`src/rtl/arbiter_pkg.sv`:
```
// Shared constants, FSM encodings and the round-robin search function for the
// 4-lane drain scheduler.
package arbiter_pkg;
  localparam int LANES = 4;
  localparam int SEL_W = 2;

  typedef enum logic [1:0] {
    ST_RESET = 2'd0,
    ST_IDLE  = 2'd1,
    ST_ARB   = 2'd2,
    ST_STALL = 2'd3
  } state_t;

  // Searches last+1, last+2, last+3, last (mod 4); the first non-empty lane wins.
  // Returns last when every lane is empty, so callers must qualify with a request.
  function automatic logic [SEL_W-1:0] next_lane(input logic [SEL_W-1:0] last,
                                                 input logic [LANES-1:0] empty_vec);
    logic [SEL_W-1:0] idx;
    logic [SEL_W-1:0] cand;
    logic             found;
    idx   = last;
    found = 1'b0;
    for (int k = 1; k <= LANES; k++) begin
      cand = last + SEL_W'(k);
      if (!found && !empty_vec[cand]) begin
        idx   = cand;
        found = 1'b1;
      end
    end
    return idx;
  endfunction
endpackage

```
`src/rtl/rr_grant_4.sv`:
```
// Combinational round-robin priority rotator: one-hot grant of the first
// requester after 'last', plus its index.
module rr_grant_4
  import arbiter_pkg::*;
(
  input  logic [LANES-1:0] req,
  input  logic [SEL_W-1:0] last,
  output logic [LANES-1:0] gnt,
  output logic [SEL_W-1:0] gnt_idx
);
  assign gnt_idx = next_lane(last, ~req);
  assign gnt     = (|req) ? (LANES'(1) << gnt_idx) : '0;
endmodule

```
`src/rtl/arbiter_rr_4x1.sv`:
```
// Round-robin scheduler draining four upstream FIFOs into one downstream FIFO,
// honouring downstream almost-full backpressure.
module arbiter_rr_4x1
  import arbiter_pkg::*;
#(
  parameter int DATA_SIZE = 12
) (
  input  logic                 clk,
  input  logic                 reset_L,
  input  logic                 fifo_empty0,
  input  logic                 fifo_empty1,
  input  logic                 fifo_empty2,
  input  logic                 fifo_empty3,
  input  logic [DATA_SIZE-1:0] data_in0,
  input  logic [DATA_SIZE-1:0] data_in1,
  input  logic [DATA_SIZE-1:0] data_in2,
  input  logic [DATA_SIZE-1:0] data_in3,
  input  logic                 almost_full,
  output logic                 pop0,
  output logic                 pop1,
  output logic                 pop2,
  output logic                 pop3,
  output logic                 push,
  output logic [DATA_SIZE-1:0] data_out,
  output logic [SEL_W-1:0]     sel,
  output logic [1:0]           state
);
  // Handshake: pop_i is a one-cycle read strobe issued only when lane i is
  // non-empty in that same cycle; the FIFO presents the word the next cycle,
  // when push is high and data_out carries it. almost_full suppresses new pops
  // in the cycle it is seen; an already issued pop still pushes one cycle later.

  state_t           state_q, state_d;
  logic [SEL_W-1:0] last_q;
  logic [SEL_W-1:0] sel_q;
  logic             push_q;
  logic [LANES-1:0] req;
  logic [LANES-1:0] gnt;
  logic [LANES-1:0] pop_vec;
  logic [SEL_W-1:0] gnt_idx;
  logic             any_req;
  logic             grant_en;

  assign req      = ~{fifo_empty3, fifo_empty2, fifo_empty1, fifo_empty0};
  assign any_req  = |req;
  assign grant_en = (state_q == ST_ARB) && !almost_full && any_req;

  rr_grant_4 u_grant (
    .req     (req),
    .last    (last_q),
    .gnt     (gnt),
    .gnt_idx (gnt_idx)
  );

  assign pop_vec = grant_en ? gnt : '0;
  assign {pop3, pop2, pop1, pop0} = pop_vec;

  // IDLE and ARB leave on the same conditions; only ARB issues grants.
  always_comb begin
    state_d = state_q;
    case (state_q)
      ST_RESET: state_d = ST_IDLE;
      ST_IDLE, ST_ARB: begin
        if (almost_full)  state_d = ST_STALL;
        else if (any_req) state_d = ST_ARB;
        else              state_d = ST_IDLE;
      end
      ST_STALL: begin
        if (!almost_full) state_d = any_req ? ST_ARB : ST_IDLE;
      end
      default: state_d = ST_RESET;
    endcase
  end

  always_ff @(posedge clk or negedge reset_L) begin
    if (!reset_L) begin
      state_q <= ST_RESET;
      last_q  <= 2'd3;
      sel_q   <= '0;
      push_q  <= 1'b0;
    end else begin
      state_q <= state_d;
      push_q  <= grant_en;
      if (grant_en) begin
        last_q <= gnt_idx;
        sel_q  <= gnt_idx;
      end
    end
  end

  // Mux on the registered select so synchronous-read FIFO data lines up.
  always_comb begin
    data_out = '0;
    if (push_q) begin
      case (sel_q)
        2'd0:    data_out = data_in0;
        2'd1:    data_out = data_in1;
        2'd2:    data_out = data_in2;
        default: data_out = data_in3;
      endcase
    end
  end

  assign push  = push_q;
  assign sel   = sel_q;
  assign state = state_q;
endmodule

```
`config.mk`:
```
export PLATFORM = sky130hd
export DESIGN_NAME = arbiter_rr_4x1
export DESIGN_NICKNAME = d
export VERILOG_FILES = /design/src/rtl/arbiter_pkg.sv /design/src/rtl/rr_grant_4.sv /design/src/rtl/arbiter_rr_4x1.sv
export SDC_FILE = /design/constraint.sdc
export NUM_CORES = 1
export LEC_CHECK = 0
export CAP_MARGIN = 10
export CORE_ASPECT_RATIO = 0.9
export CORE_MARGIN = 2
export CORE_UTILIZATION = 30
export DETAILED_ROUTE_END_ITERATION = 12
export PLACE_DENSITY = 0.78
export SETUP_SLACK_MARGIN = 0.4
export SLEW_MARGIN = 10
export SYNTH_ARGS = -nofsm -noshare
export SYNTH_HDL_FRONTEND = slang
export SYNTH_SLANG_ARGS = --single-unit
```
`constraint.sdc`:
```
create_clock -name clk -period 1.7 [get_ports clk]
set_input_delay 0.255 -clock clk [delete_from_list [all_inputs] [get_ports clk]]
set_output_delay 0.255 -clock clk [all_outputs]
set_load 0.005 [all_outputs]
```
==> results.cfg, run 1 <==
[setup_path]
crit_chain = buf_6 > buf_6 > mux4_2 > and2_4 > buf_6
worstPathArrival_ns = 1.64
worst_setup_path_start_kind = flop
timing.critical_path.fanout_max = 4
critical_path.endpoint_type = output port
setup.worst_path.class = flop to output port
crit_required_ns = 1.44
crit_path_max_incr_delay_ns = 0.49
critPathMostFrequentCell = sky130_fd_sc_hd__buf_6
cp_max_stage_cell = sky130_fd_sc_hd__mux4_2

[status]
violations_in_the_final_reports = negative setup slack
run_status = finished, violations left

[sta]
final-hold-violation-count = 0
max_slew_margin_pct = 78.4
final_clock_period_utilization_by_the_worst_path_pct = 111
fmaxAchievable_mhz = 528
finClkSkew_ns = 0.00268
slew_violations = 0
timing.setup.tns_ns = -2.34
setup_viol = 16
postLayoutSetupSlackWorst_ns = -0.195
max_slew.worst_pin.slew_ns = 0.323
fin_crit_ns = 1.90
rsz0062_at_grt = true

[placed_design]
post-place-ws_ns = -0.558
placement.io_buffers = 75
place.detailed.hpwl_mm = 2.59
gp_congestion = 0.855

[pwr]
power_per_cell_area_nw_per_um2 = 1300
sw_frac_of_total_pct = 34.3
p_int_uw = 1790
p_seq_share_pct = 13.9
power.leakage_uw = 0.000919
clock_power_share_pct = 5.8
power.combinational.fraction_pct = 80.3
net_switching_power_of_the_design_uw = 933
maximum_vdd_drop_mv = 1.04

[synth]
post_synth_inst_count = 74
synth_cell_type_count = 31
synth_top_cell_by_area = sky130_fd_sc_hd__mux4_2
postSynthAreaPerCell_sq_um = 11.4
ys_seq_area_share_pct = 21.0
synthesis.area_sq_um = 845
synthesis.nets = 132
yosysTopAreaCellShare_pct = 24.0
yosysWarningCount = 0
netlist_top_cells_area = sky130_fd_sc_hd__mux4_2, sky130_fd_sc_hd__dfrtp_1, sky130_fd_sc_hd__and2_1
ys_ff_latch = 7

[routing]
ant_nets = 0
average_via_count_per_standard_cell = 5.24
drtPass1Iterations = 4
via_count = 1138
wirelength_mm = 3.88
drc = 0
post_drt_wl_per_cell_um = 17.9
detail_route.iter0.violations = 51

[final_layout]
mostFrequentLayoutCells = sky130_fd_sc_hd__clkdlybuf4s50_1, sky130_fd_sc_hd__buf_6, sky130_fd_sc_hd__buf_4
utilization_pct = 77.7
final-seq-area_sq_um = 181
layout.filler_cells = 179
layout_commonest_cell = sky130_fd_sc_hd__clkdlybuf4s50_1
flow.area_growth_from_synthesis_pct = 149
multi_input_comb_area_sq_um = 744
final_layout_size_suffix_gt1_share_pct = 56.7
antennaDiodeCount = 0
nNetsFinal = 246

[cts]
ctsRootBufferMaster = sky130_fd_sc_hd__clkbuf_4
clk-insertion-delay-late_ns = 0.26
clock_slew_at_the_register_clock_pins_of_the_worst_setup_and_hold_paths_ns = 0.06
count_of_hold_fix_buffers_inserted_at_cts = 0
clock_tree_from_tritoncts = yes
numCtsBuffers = 3
clockBufferDepth = 2
clock-sinks = 7
cts.htree.levels = 1

[min_path]
min_path_type = primary input to async pin

[run]
maxCapViolCount = 0

[global_route]
globalRouteOverflowTotal = 0
grt_antenna_before_repair = 0
first_global_vias = 1165
grt_first_pass_wirelength_mm = 5.38
grt.total_usage_pct = 22.2
grt_max_degree = 9

[floorplanning]
floorplan.core_area_sq_um = 2700
initial_core_utilization_pct = 31.2
boundaryPins = 76
horizontal_die_dimension_um = 59.9
dieHeight_um = 54.3
fp-row-count = 18
dieArea_sq_um = 3260
power by group through the flow:
stage	sequential, uW	combinational, uW	clock [uW]
floorplan	368	805	0
CTS	376	2030	159
global placement	363	1420	0
finish	379	2190	157
detailed placement	368	1470	0
global route	387	2330	169
cell type report:
cell class              count  area share [%]
repair buffers            112            52.2
multi-input cells          61            35.4
flip-flops and latches      7            8.64
well taps                  30            1.79
clock buffers               4            1.25
inverters                   3           0.655
synthesized netlist by cell type, drive strengths merged:
| library cell | n |
|---|---|
| mux2i | 1 |
| ha | 3 |
| a21oi | 6 |
| dfstp | 2 |
| clkbuf | 1 |
| o31a | 1 |
| o22a | 1 |
| o21a | 1 |
| o21ai | 1 |
| a211oi | 1 |
| mux4 | 12 |
| or3 | 1 |
| nor2 | 5 |
| a2bb2oi | 1 |
| and2 | 14 |
| and4 | 1 |
| a31oi | 2 |
| nor2b | 1 |
| nand2 | 2 |
| a41oi | 1 |
| o211a | 1 |
| dfrtp | 5 |
| buf | 2 |
| a22o | 2 |
| nor4 | 1 |
| o2bb2ai | 1 |
| inv | 3 |
| o31ai | 1 |
final timing paths:
kind,start,end,slack (ns),depth (start not counted)
setup / recovery,sel[0],data_out[10],-0.20,5
hold / removal,reset_L,sel[1],0.26,1
setup reg to reg,state[1],state[1],0.30,6
hold reg to reg,last_q[0],last_q[0],0.57,2
max in group asynchronous,reset_L,last_q[0],1.15,1
min in group clk,almost_full,state[1],0.48,3
logic make-up (layout without fill, tap and decap cells):
family	Yosys count	count (layout)	synth area share, %
mux	13	13	34.5
flops	7	7	21.0
fa+ha+maj	3	3	4.44
compound gates	20	20	19.6
buf+inv	6	119	3.70
simple gates	25	25	16.7
through the flow:
stage          power, uW  cell area [sq um]  hold slack [ns]  instances
2_1_floorplan       1170                890          -0.0406         74
3_3_place_gp        1780               1800            0.531        192
3_5_place_dp        1840               1800            0.537        192
4_1_cts             2570               2030            0.263        216
5_1_grt             2890               2100            0.277        217
6_report            2720               2100            0.258        217
per-layer routing:
metal,GRT usage (%),share of wire [%],vias to the layer above
met5,0,0,-
met4,6.30,0.80,0
met3,5.91,9.2,4
met2,43.1,53,52
met1,23.4,37,559
li1,-,-,523
flip-flops by register name, summed over array words and instances (netlist names):
register / flops
push: 1
state: 2
last_q: 2
sel: 2
critical path: cells and delay by family, from the launching register on:
family        cells  cell delay (ns)
simple gates      1             0.16
buf+inv           3             0.35
mux               1             0.49
flops             1             0.39
timing repair:
item | CTS | global route
resized for setup | 121 | 16
endpoints found under the setup margin | 27 | 25
pin swaps | 25 | 3
setup buffers | 19 | 1
gates cloned | 1 | 0
No activity file was read; power rests on OpenSTA's default activity.
==> inputs of run 2 (changes only) <==
--- a/config.mk
+++ b/config.mk
@@ -9,6 +9,7 @@
 export CORE_ASPECT_RATIO = 0.9
 export CORE_MARGIN = 2
 export CORE_UTILIZATION = 30
+export CTS_CLUSTER_SIZE = 20
 export DETAILED_ROUTE_END_ITERATION = 12
 export PLACE_DENSITY = 0.78
 export SETUP_SLACK_MARGIN = 0.4
==> results of run 2 <==
No change in the layout: final DEF, timing and power equal those of run 1.
